<file path="config.mk">
export PLATFORM = sky130hd
export DESIGN_NAME = multiport_array
export DESIGN_NICKNAME = d
export VERILOG_FILES = /design/src/rtl/cache_array_pkg.sv /design/src/rtl/array_clear_seq.sv /design/src/rtl/multiport_array.sv
export SDC_FILE = /design/constraint.sdc
export NUM_CORES = 1
export LEC_CHECK = 0
export ABC_CLOCK_PERIOD_IN_PS = 4600
export CORE_MARGIN = 2
export CORE_UTILIZATION = 35
export DETAILED_ROUTE_END_ITERATION = 6
export PLACE_DENSITY = 0.63
export SETUP_SLACK_MARGIN = 0.02
export SLEW_MARGIN = 15
export SYNTH_ARGS = -nofsm -noshare
export SYNTH_HDL_FRONTEND = slang
export SYNTH_SLANG_ARGS = --single-unit
</file>
<file path="constraint.sdc">
create_clock -name clk -period 4.6 [get_ports clk]
set_clock_uncertainty 0.15 [all_clocks]
set_input_delay 0.69 -clock clk [delete_from_list [all_inputs] [get_ports clk]]
set_output_delay 0.69 -clock clk [all_outputs]
set_load 0.005 [all_outputs]
</file>
<file path="src/rtl/cache_array_pkg.sv">
// Shared types and helpers for the cache storage arrays.
package cache_array_pkg;

  typedef enum logic {
    IDLE,
    SWEEP
  } clr_state_t;

  localparam int unsigned MAX_W = 512;
  localparam int unsigned MAX_B = MAX_W / 8;

  function automatic int unsigned byte_count(input int unsigned width);
    return width / 8;
  endfunction

  // Callers size-cast in and out; unused upper bytes are simply carried through.
  function automatic logic [MAX_W-1:0] byte_merge(input logic [MAX_W-1:0] old_w,
                                                  input logic [MAX_W-1:0] new_w,
                                                  input logic [MAX_B-1:0] mask);
    logic [MAX_W-1:0] r;
    r = old_w;
    for (int unsigned b = 0; b < MAX_B; b++) begin
      if (mask[b]) r[8*b +: 8] = new_w[8*b +: 8];
    end
    return r;
  endfunction

endpackage

</file>
<file path="src/rtl/array_clear_seq.sv">
// Clear sequencer: sweeps every array entry once, one per cycle, after a clear pulse.
module array_clear_seq
  import cache_array_pkg::*;
#(
  parameter int unsigned S_INDEX = 4
) (
  input  logic               clk,
  input  logic               rst,
  input  logic               clear,
  output logic               busy,
  output logic               sweep_en,
  output logic [S_INDEX-1:0] sweep_idx
);

  clr_state_t         state_q, state_d;
  logic [S_INDEX-1:0] ptr_q, ptr_d;

  always_ff @(posedge clk) begin
    if (rst) begin
      state_q <= IDLE;
      ptr_q   <= '0;
    end else begin
      state_q <= state_d;
      ptr_q   <= ptr_d;
    end
  end

  always_comb begin
    state_d = state_q;
    ptr_d   = ptr_q;
    case (state_q)
      IDLE: begin
        if (clear) begin
          state_d = SWEEP;
          ptr_d   = '0;
        end
      end
      SWEEP: begin
        // ptr wraps to 0 exactly as the last entry is cleared
        ptr_d = ptr_q + 1'b1;
        if (ptr_q == '1) state_d = IDLE;
      end
      default: state_d = IDLE;
    endcase
  end

  assign busy      = (state_q == SWEEP);
  assign sweep_en  = busy;
  assign sweep_idx = ptr_q;

endmodule

</file>
<file path="src/rtl/multiport_array.sv">
// Byte-maskable storage array with per-entry valid bits, N read ports and a sequenced clear.
module multiport_array
  import cache_array_pkg::*;
#(
  parameter int unsigned WIDTH      = 32,
  parameter int unsigned S_INDEX    = 4,
  parameter int unsigned NUM_RPORTS = 2,
  parameter int unsigned REG_READ   = 0
) (
  input  logic                          clk,
  input  logic                          rst,
  input  logic                          load,
  input  logic [S_INDEX-1:0]            windex,
  input  logic [WIDTH/8-1:0]            wmask,
  input  logic [WIDTH-1:0]              datain,
  input  logic [NUM_RPORTS*S_INDEX-1:0] rindex,
  output logic [NUM_RPORTS*WIDTH-1:0]   dataout,
  output logic [NUM_RPORTS-1:0]         rvalid,
  input  logic                          clear,
  output logic                          busy
);

  localparam int unsigned DEPTH = 2 ** S_INDEX;
  localparam int unsigned NB    = byte_count(WIDTH);

  logic [WIDTH-1:0]   mem [DEPTH];
  logic [DEPTH-1:0]   valid;
  logic               sweep_en;
  logic [S_INDEX-1:0] sweep_idx;
  logic               wr_en;
  logic [WIDTH-1:0]   merged;

  array_clear_seq #(
    .S_INDEX(S_INDEX)
  ) u_clear (
    .clk      (clk),
    .rst      (rst),
    .clear    (clear),
    .busy     (busy),
    .sweep_en (sweep_en),
    .sweep_idx(sweep_idx)
  );

  assign wr_en  = load && !busy;
  assign merged = WIDTH'(byte_merge(MAX_W'(mem[windex]), MAX_W'(datain),
                                    MAX_B'(wmask[NB-1:0])));

  // wr_en and sweep_en are mutually exclusive, so at most one entry changes per cycle
  always_ff @(posedge clk) begin
    if (rst) begin
      for (int unsigned i = 0; i < DEPTH; i++) mem[i] <= '0;
      valid <= '0;
    end else if (sweep_en) begin
      mem[sweep_idx]   <= '0;
      valid[sweep_idx] <= 1'b0;
    end else if (wr_en) begin
      mem[windex]   <= merged;
      valid[windex] <= 1'b1;
    end
  end

  for (genvar p = 0; p < NUM_RPORTS; p++) begin : g_rd
    logic [S_INDEX-1:0] ri;
    logic [WIDTH-1:0]   d;
    logic               v;

    assign ri = rindex[p*S_INDEX +: S_INDEX];

    always_comb begin
      d = mem[ri];
      v = valid[ri];
      if (sweep_en && ri == sweep_idx) begin
        d = '0;
        v = 1'b0;
      end else if (wr_en && ri == windex) begin
        d = merged;
        v = 1'b1;
      end
    end

    if (REG_READ != 0) begin : g_reg
      logic [WIDTH-1:0] d_q;
      logic             v_q;
      always_ff @(posedge clk) begin
        if (rst) begin
          d_q <= '0;
          v_q <= 1'b0;
        end else begin
          d_q <= d;
          v_q <= v;
        end
      end
      assign dataout[p*WIDTH +: WIDTH] = d_q;
      assign rvalid[p]                 = v_q;
    end else begin : g_comb
      assign dataout[p*WIDTH +: WIDTH] = d;
      assign rvalid[p]                 = v;
    end
  end

endmodule

</file>
==> metrics.cfg, run 1 <==
[status]
status=finished clean

[cells_and_area]
final_area_mm2=0.0379
fin_util=0.401
final_common_cell=edfxtp_1
area_growth_pct=14.0
final_nets=2650
mostFrequentLayoutCells=512 x edfxtp_1, 442 x nor2_1, 298 x mux4_2
drive_gt1_frac=0.300
fillers=8605

[synthesis]
async_flop_share=0
synthDistinctLibCells=52
syn_inst=2546
synth_seq_cells=533
ys_warn_count=0
yosysSeqAreaShare=0.475
synth_area_mm2=0.0332
syn_avg_cell_area_um2=13.1
synth_edf_count=512
syn_nets=2602
ys.flop_type=edfxtp_1

[route]
drc=0
antenna_left=0
dr.first_iter.drc_count=3415
drtPass1Iterations=6
wire_per_inst_um=31.2
viasPerCell=6.47
num_vias=25300
wirelength_mm=122

[global_routing]
antenna_found_initial=2
grt_usage=0.246
grt_max_degree=129
grt_pass1_wl_mm=177
grt_pass1_vias=25400
grt_remaining_overflow=0

[critical_path]
cp_data_required_time_ps=3760
setup.worst_path.class=primary input to primary output
cp_num_buf_inv=4
path_max_fanout=33
cp-end-kind=primary output
crit_path_start_kind=primary input
path_cells=buf_8 > buf_4 > mux4_2 > o22ai_1 > a211oi_1 > nor2_1 > o32ai_1 > buf_4 > clkdlybuf4s50_1
cp_slowest_cell=a211oi_1
critPathTopFamily=buffers and inverters
regToRegSetupSlack_ps=1350
critPathArrivalTime_ps=3570
crit_top_cell=buf_4
max_stage_delay_ps=510

[clocking]
clk_latency_ps=640
clockBufferDepth=3
cts_made_buffers=56
ctsRootBufferMaster=clkbuf_16
post_cts_buffers=0
cts.clk_slew.worst_paths_ps=60
ctsResizeCount=0
cts-hold-fix-buffers=0
clkSinkCount=533
htree_num_levels=2
cts_tree=built

[die]
die_h_um=312
core_area_mm2=0.0946
rows=113
die-area_mm2=0.0975
die_x_um=312
io_pins=119
start_util=0.351

[timing]
min_period_ps=4410
tightest_slew_ps=978
hold_viol_final=0
clock.fmax_mhz=227
rsz0062_at_grt=no
setup_viol=0
finalCritPeriodShare=0.958
drv_slew=0
max_slew_margin=0.348
worst_slack_ps=192
tns_ps=0

[pwr]
p_per_area_mw_per_mm2=334
irDropWorstVdd_uv=292
leakagePower_nw=12.7

[run]
drv_cap=0

[placed_design]
place_area_mm2=0.0359
globalplace.congestion=0.915
hpwl_mm=75.5
post-place-ws_ps=230
io_buffers=118

[hold_path]
hold_class=flip-flop to flip-flop

## flip-flops by register name, indices dropped and copies added, names as in the netlist
name / count
mem: 512
u_clear.busy: 1
u_clear.sweep_idx: 4
valid: 16
## cells in the mapped netlist (3+ instances only)
master | number | area share
nand2_1 | 104 | 0.012
dfxtp_1 | 21 | 0.013
clkbuf_1 | 88 | 0.0099
nand2b_1 | 20 | 0.0038
mux4_2 | 298 | 0.20
buf_2 | 92 | 0.014
or3b_1 | 3 | 0.00079
nor3_1 | 24 | 0.0036
a21oi_1 | 19 | 0.0029
o21ai_0 | 19 | 0.0029
a211oi_1 | 8 | 0.0018
and2b_1 | 4 | 0.00090
a22oi_1 | 69 | 0.016
a32o_1 | 34 | 0.010
ha_1 | 4 | 0.0015
buf_4 | 16 | 0.0036
nor2_1 | 444 | 0.050
and2_1 | 6 | 0.0011
buf_1 | 23 | 0.0026
xor2_1 | 12 | 0.0032
buf_6 | 48 | 0.016
mux2_2 | 39 | 0.013
or3_4 | 5 | 0.0017
xnor2_1 | 4 | 0.0011
nor2b_1 | 22 | 0.0041
a211o_1 | 17 | 0.0045
nand3b_1 | 4 | 0.00090
or3_1 | 11 | 0.0021
edfxtp_1 | 512 | 0.46
o32ai_1 | 30 | 0.0079
inv_1 | 21 | 0.0024
a221o_1 | 17 | 0.0051
mux2i_1 | 156 | 0.047
o22ai_1 | 96 | 0.018
a311oi_1 | 3 | 0.00079
nor2_2 | 154 | 0.029
nand3_1 | 6 | 0.00090
o21ai_4 | 15 | 0.0073
a22o_1 | 60 | 0.016
## cell type report
class	instances	area, µm²	share of cell area
sequential	533	15800	0.417
clock inverter	41	505	0.0133
antenna	1	2.50	0.0000660
multi-input combinational	1722	15900	0.420
timing repair buffer	260	2570	0.0679
tap	1265	1580	0.0417
clock buffer	65	1460	0.0384
inverter	21	78.8	0.00208
## kinds of logic (layout without fill, tap and decap cells)
kind of cell | Yosys count | after routing | share of synthesized area
compound gates | 392 | 392 | 0.0939
xor+xnor | 16 | 16 | 0.00422
fa+ha+maj | 4 | 4 | 0.00151
buf+inv | 291 | 387 | 0.0500
flops | 533 | 533 | 0.475
mux | 494 | 494 | 0.262
other cells | 0 | 1 | 0
simple gates | 816 | 816 | 0.113
## through the flow
step | instances | hold slack, ps | power [W]
3_3_place_gp | 3801 | 328 | 0.00775
6_report | 3908 | 355 | 0.0127
3_5_place_dp | 3801 | 338 | 0.00779
2_1_floorplan | 2546 | 298 | 0.00695
4_1_cts | 3907 | 350 | 0.0127
5_1_grt | 3907 | 386 | 0.0129
## tightest hold or removal path: cells and delay by family (launching register included)
kind | cells | cell delay, ps
DFF | 1 | 320
AOI/OAI and AO/OA | 2 | 130
## per-layer routing
| layer | part of all wire | routed length [µm] | track usage |
|---|---|---|---|
| met1 | 0.36 | 44400 | 0.321 |
| met2 | 0.46 | 55900 | 0.385 |
| met3 | 0.12 | 14600 | 0.0528 |
| met4 | 0.059 | 7200 | 0.131 |
| met5 | 0.000057 | 7 | 0 |
## power by group
part	leakage, nW	internal (W)	switching, W
registers	5.47	0.00550	0.000150
clock network	0.958	0.00293	0.00201
logic	6.24	0.000902	0.00117
total	12.7	0.00934	0.00333
## path summary, 6_finish.rpt
path / startpoint / endpoint / depth (start not counted)
hold / removal: valid[5]$_SDFFE_PP0P_ / valid[5]$_SDFFE_PP0P_ / 2
setup reg to reg: u_clear.busy$_SDFF_PP0_ / mem[10][9]$_SDFFCE_PN0P_ / 7
hold reg to reg: valid[5]$_SDFFE_PP0P_ / valid[5]$_SDFFE_PP0P_ / 2
setup / recovery: windex[1] / dataout[45] / 9
(Power assumes the default switching activity.)
==> run 2: changes to the inputs <==
--- a/config.mk
+++ b/config.mk
@@ -8,6 +8,7 @@
 export ABC_CLOCK_PERIOD_IN_PS = 4600
 export CORE_MARGIN = 2
 export CORE_UTILIZATION = 35
+export CTS_CLUSTER_DIAMETER = 30
 export DETAILED_ROUTE_END_ITERATION = 6
 export PLACE_DENSITY = 0.63
 export SETUP_SLACK_MARGIN = 0.02
==> metrics.cfg, run 2 (synthesis results as in run 1) <==
[die]
die_h_um=312
die_x_um=312
die-area_mm2=0.0975
io_pins=119
rows=113
core_area_mm2=0.0946
start_util=0.351

[cells_and_area]
final_area_mm2=0.0399
drive_gt1_frac=0.328
area_growth_pct=20.0
final_nets=2705
mostFrequentLayoutCells=512 x edfxtp_1, 442 x nor2_1, 298 x mux4_2
largest_reg_flops=512
regMostFlops=mem
final_cells=4013
final_common_cell=edfxtp_1

[pwr]
p_per_area_mw_per_mm2=403
p_seq_frac=0.352
switchingPower_w=0.00417
switching_share=0.259
p_int_w=0.0119
power_frac_comb=0.129
clock_power_share=0.518
irDropWorstVdd_uv=282
leakagePower_nw=13.6

[global_routing]
grt_use_met3=0.0602
antenna_found_initial=5
grt_max_degree=129
grt_pass1_vias=26000
grtUsageMet1=0.319
grt_usage=0.249
grt_pass1_wl_mm=179
grt_remaining_overflow=0
met2_usage=0.388
grt.busiest_layer=met2

[critical_path]
crit_top_cell=buf_4
path_max_fanout=33
cp-end-kind=primary output
cp_slowest_cell=a211oi_1
crit_path_start_kind=primary input
critPathArrivalTime_ps=3580
cp_num_buf_inv=4
critPathTopFamily=buffers and inverters
max_stage_delay_ps=510
path_cells=buf_8 > buf_4 > mux4_2 > o22ai_1 > a211oi_1 > nor2_1 > o32ai_1 > buf_4 > clkdlybuf4s50_1
cp_data_required_time_ps=3760
setup.worst_path.class=primary input to primary output

[run]
drv_cap=0

[clocking]
clk_latency_ps=670
cts_made_buffers=111
cts_tree=built
clockBufferDepth=3
cts-hold-fix-buffers=0
ctsResizeCount=0
post_cts_buffers=0
htree_num_levels=3
cts.clk_slew.worst_paths_ps=40
clkSinkCount=533
ctsRootBufferMaster=clkbuf_16

[placed_design]
io_buffers=118
dp_cells=3801
place_area_mm2=0.0359
globalplace.congestion=0.915
hpwl_mm=75.5

[route]
antenna_left=0
wire_per_inst_um=30.8
viasPerCell=6.41
dr.first_iter.drc_count=3534
drtPass1Iterations=6
wirelength_mm=124
num_vias=25700
drc=0

[timing]
drv_slew=0
tightest_slew_ps=934
rsz0062_at_grt=no
min_period_ps=4420
clock.fmax_mhz=226
max_slew_margin=0.377
hold_viol_final=0
finalCritPeriodShare=0.961
setup_viol=0
tns_ps=0

[status]
status=finished clean

[hold_path]
hold_class=flip-flop to flip-flop

[run 2: cell types whose count changed in the layout (fill, tap and decap cells not counted), sizes merged]
cell      delta
diode        +1
clkinv      +17
clkbuf      +54
bufinv       +6
clkinvlp    +16
inv         +11
[run 2: metal layers]
layer | share of wire | vias to the layer above
li1 | - | 10200
met1 | 0.36 | 13000
met2 | 0.45 | 2048
met3 | 0.12 | 443
met4 | 0.060 | 6
met5 | 0.00028 | -
[run 2: worst register-to-register path: stages, from the launching register on]
cell,delay [ps]
dfxtp_1,310
buf_4,240
or3b_2,590
mux2i_1,430
and2b_1,310
nand2_2,120
buf_4,670
nor2_1,150
[run 2: area by class of cell]
| cell class | count | area, µm² |
|---|---|---|
| multi-input cells | 1722 | 15900 |
| repair buffers | 260 | 2570 |
| flip-flops and latches | 533 | 15800 |
| clock buffers | 119 | 2830 |
| well taps | 1265 | 1580 |
| clock inverters | 91 | 1100 |
| diodes | 2 | 5.00 |
| fillers | 8464 | 54700 |
| inverters | 21 | 78.8 |
[run 2: power groups by stage]
stage	registers, W	clock network (W)	logic [W]
6_report	0.00567	0.00834	0.00208
4_1_cts	0.00566	0.00836	0.00205
2_1_floorplan	0.00569	0	0.00126
3_5_place_dp	0.00575	0	0.00203
5_1_grt	0.00568	0.00859	0.00215
3_3_place_gp	0.00573	0	0.00202
[run 2: metrics by stage]
stage / power [W] / util / hold WS [ps] / setup WS [ps]
floorplan: 0.00695 / - / 298 / 1320
global placement: 0.00775 / 0.380 / 328 / 292
detailed placement: 0.00779 / 0.380 / 338 / 230
CTS: 0.0161 / 0.422 / 346 / 232
global route: 0.0164 / 0.422 / 383 / 121
finish: 0.0161 / 0.422 / 350 / 177
[run 2: final timing paths]
path                            from                  endpoint  slack (ps)  depth (start not counted)
min reg2reg    valid[5]$_SDFFE_PP0P_     valid[5]$_SDFFE_PP0P_         350                          2
max                        windex[1]               dataout[13]         180                          9
max reg2reg  u_clear.busy$_SDFF_PP0_  mem[10][9]$_SDFFCE_PN0P_        1340                          7
min            valid[5]$_SDFFE_PP0P_     valid[5]$_SDFFE_PP0P_         350                          2
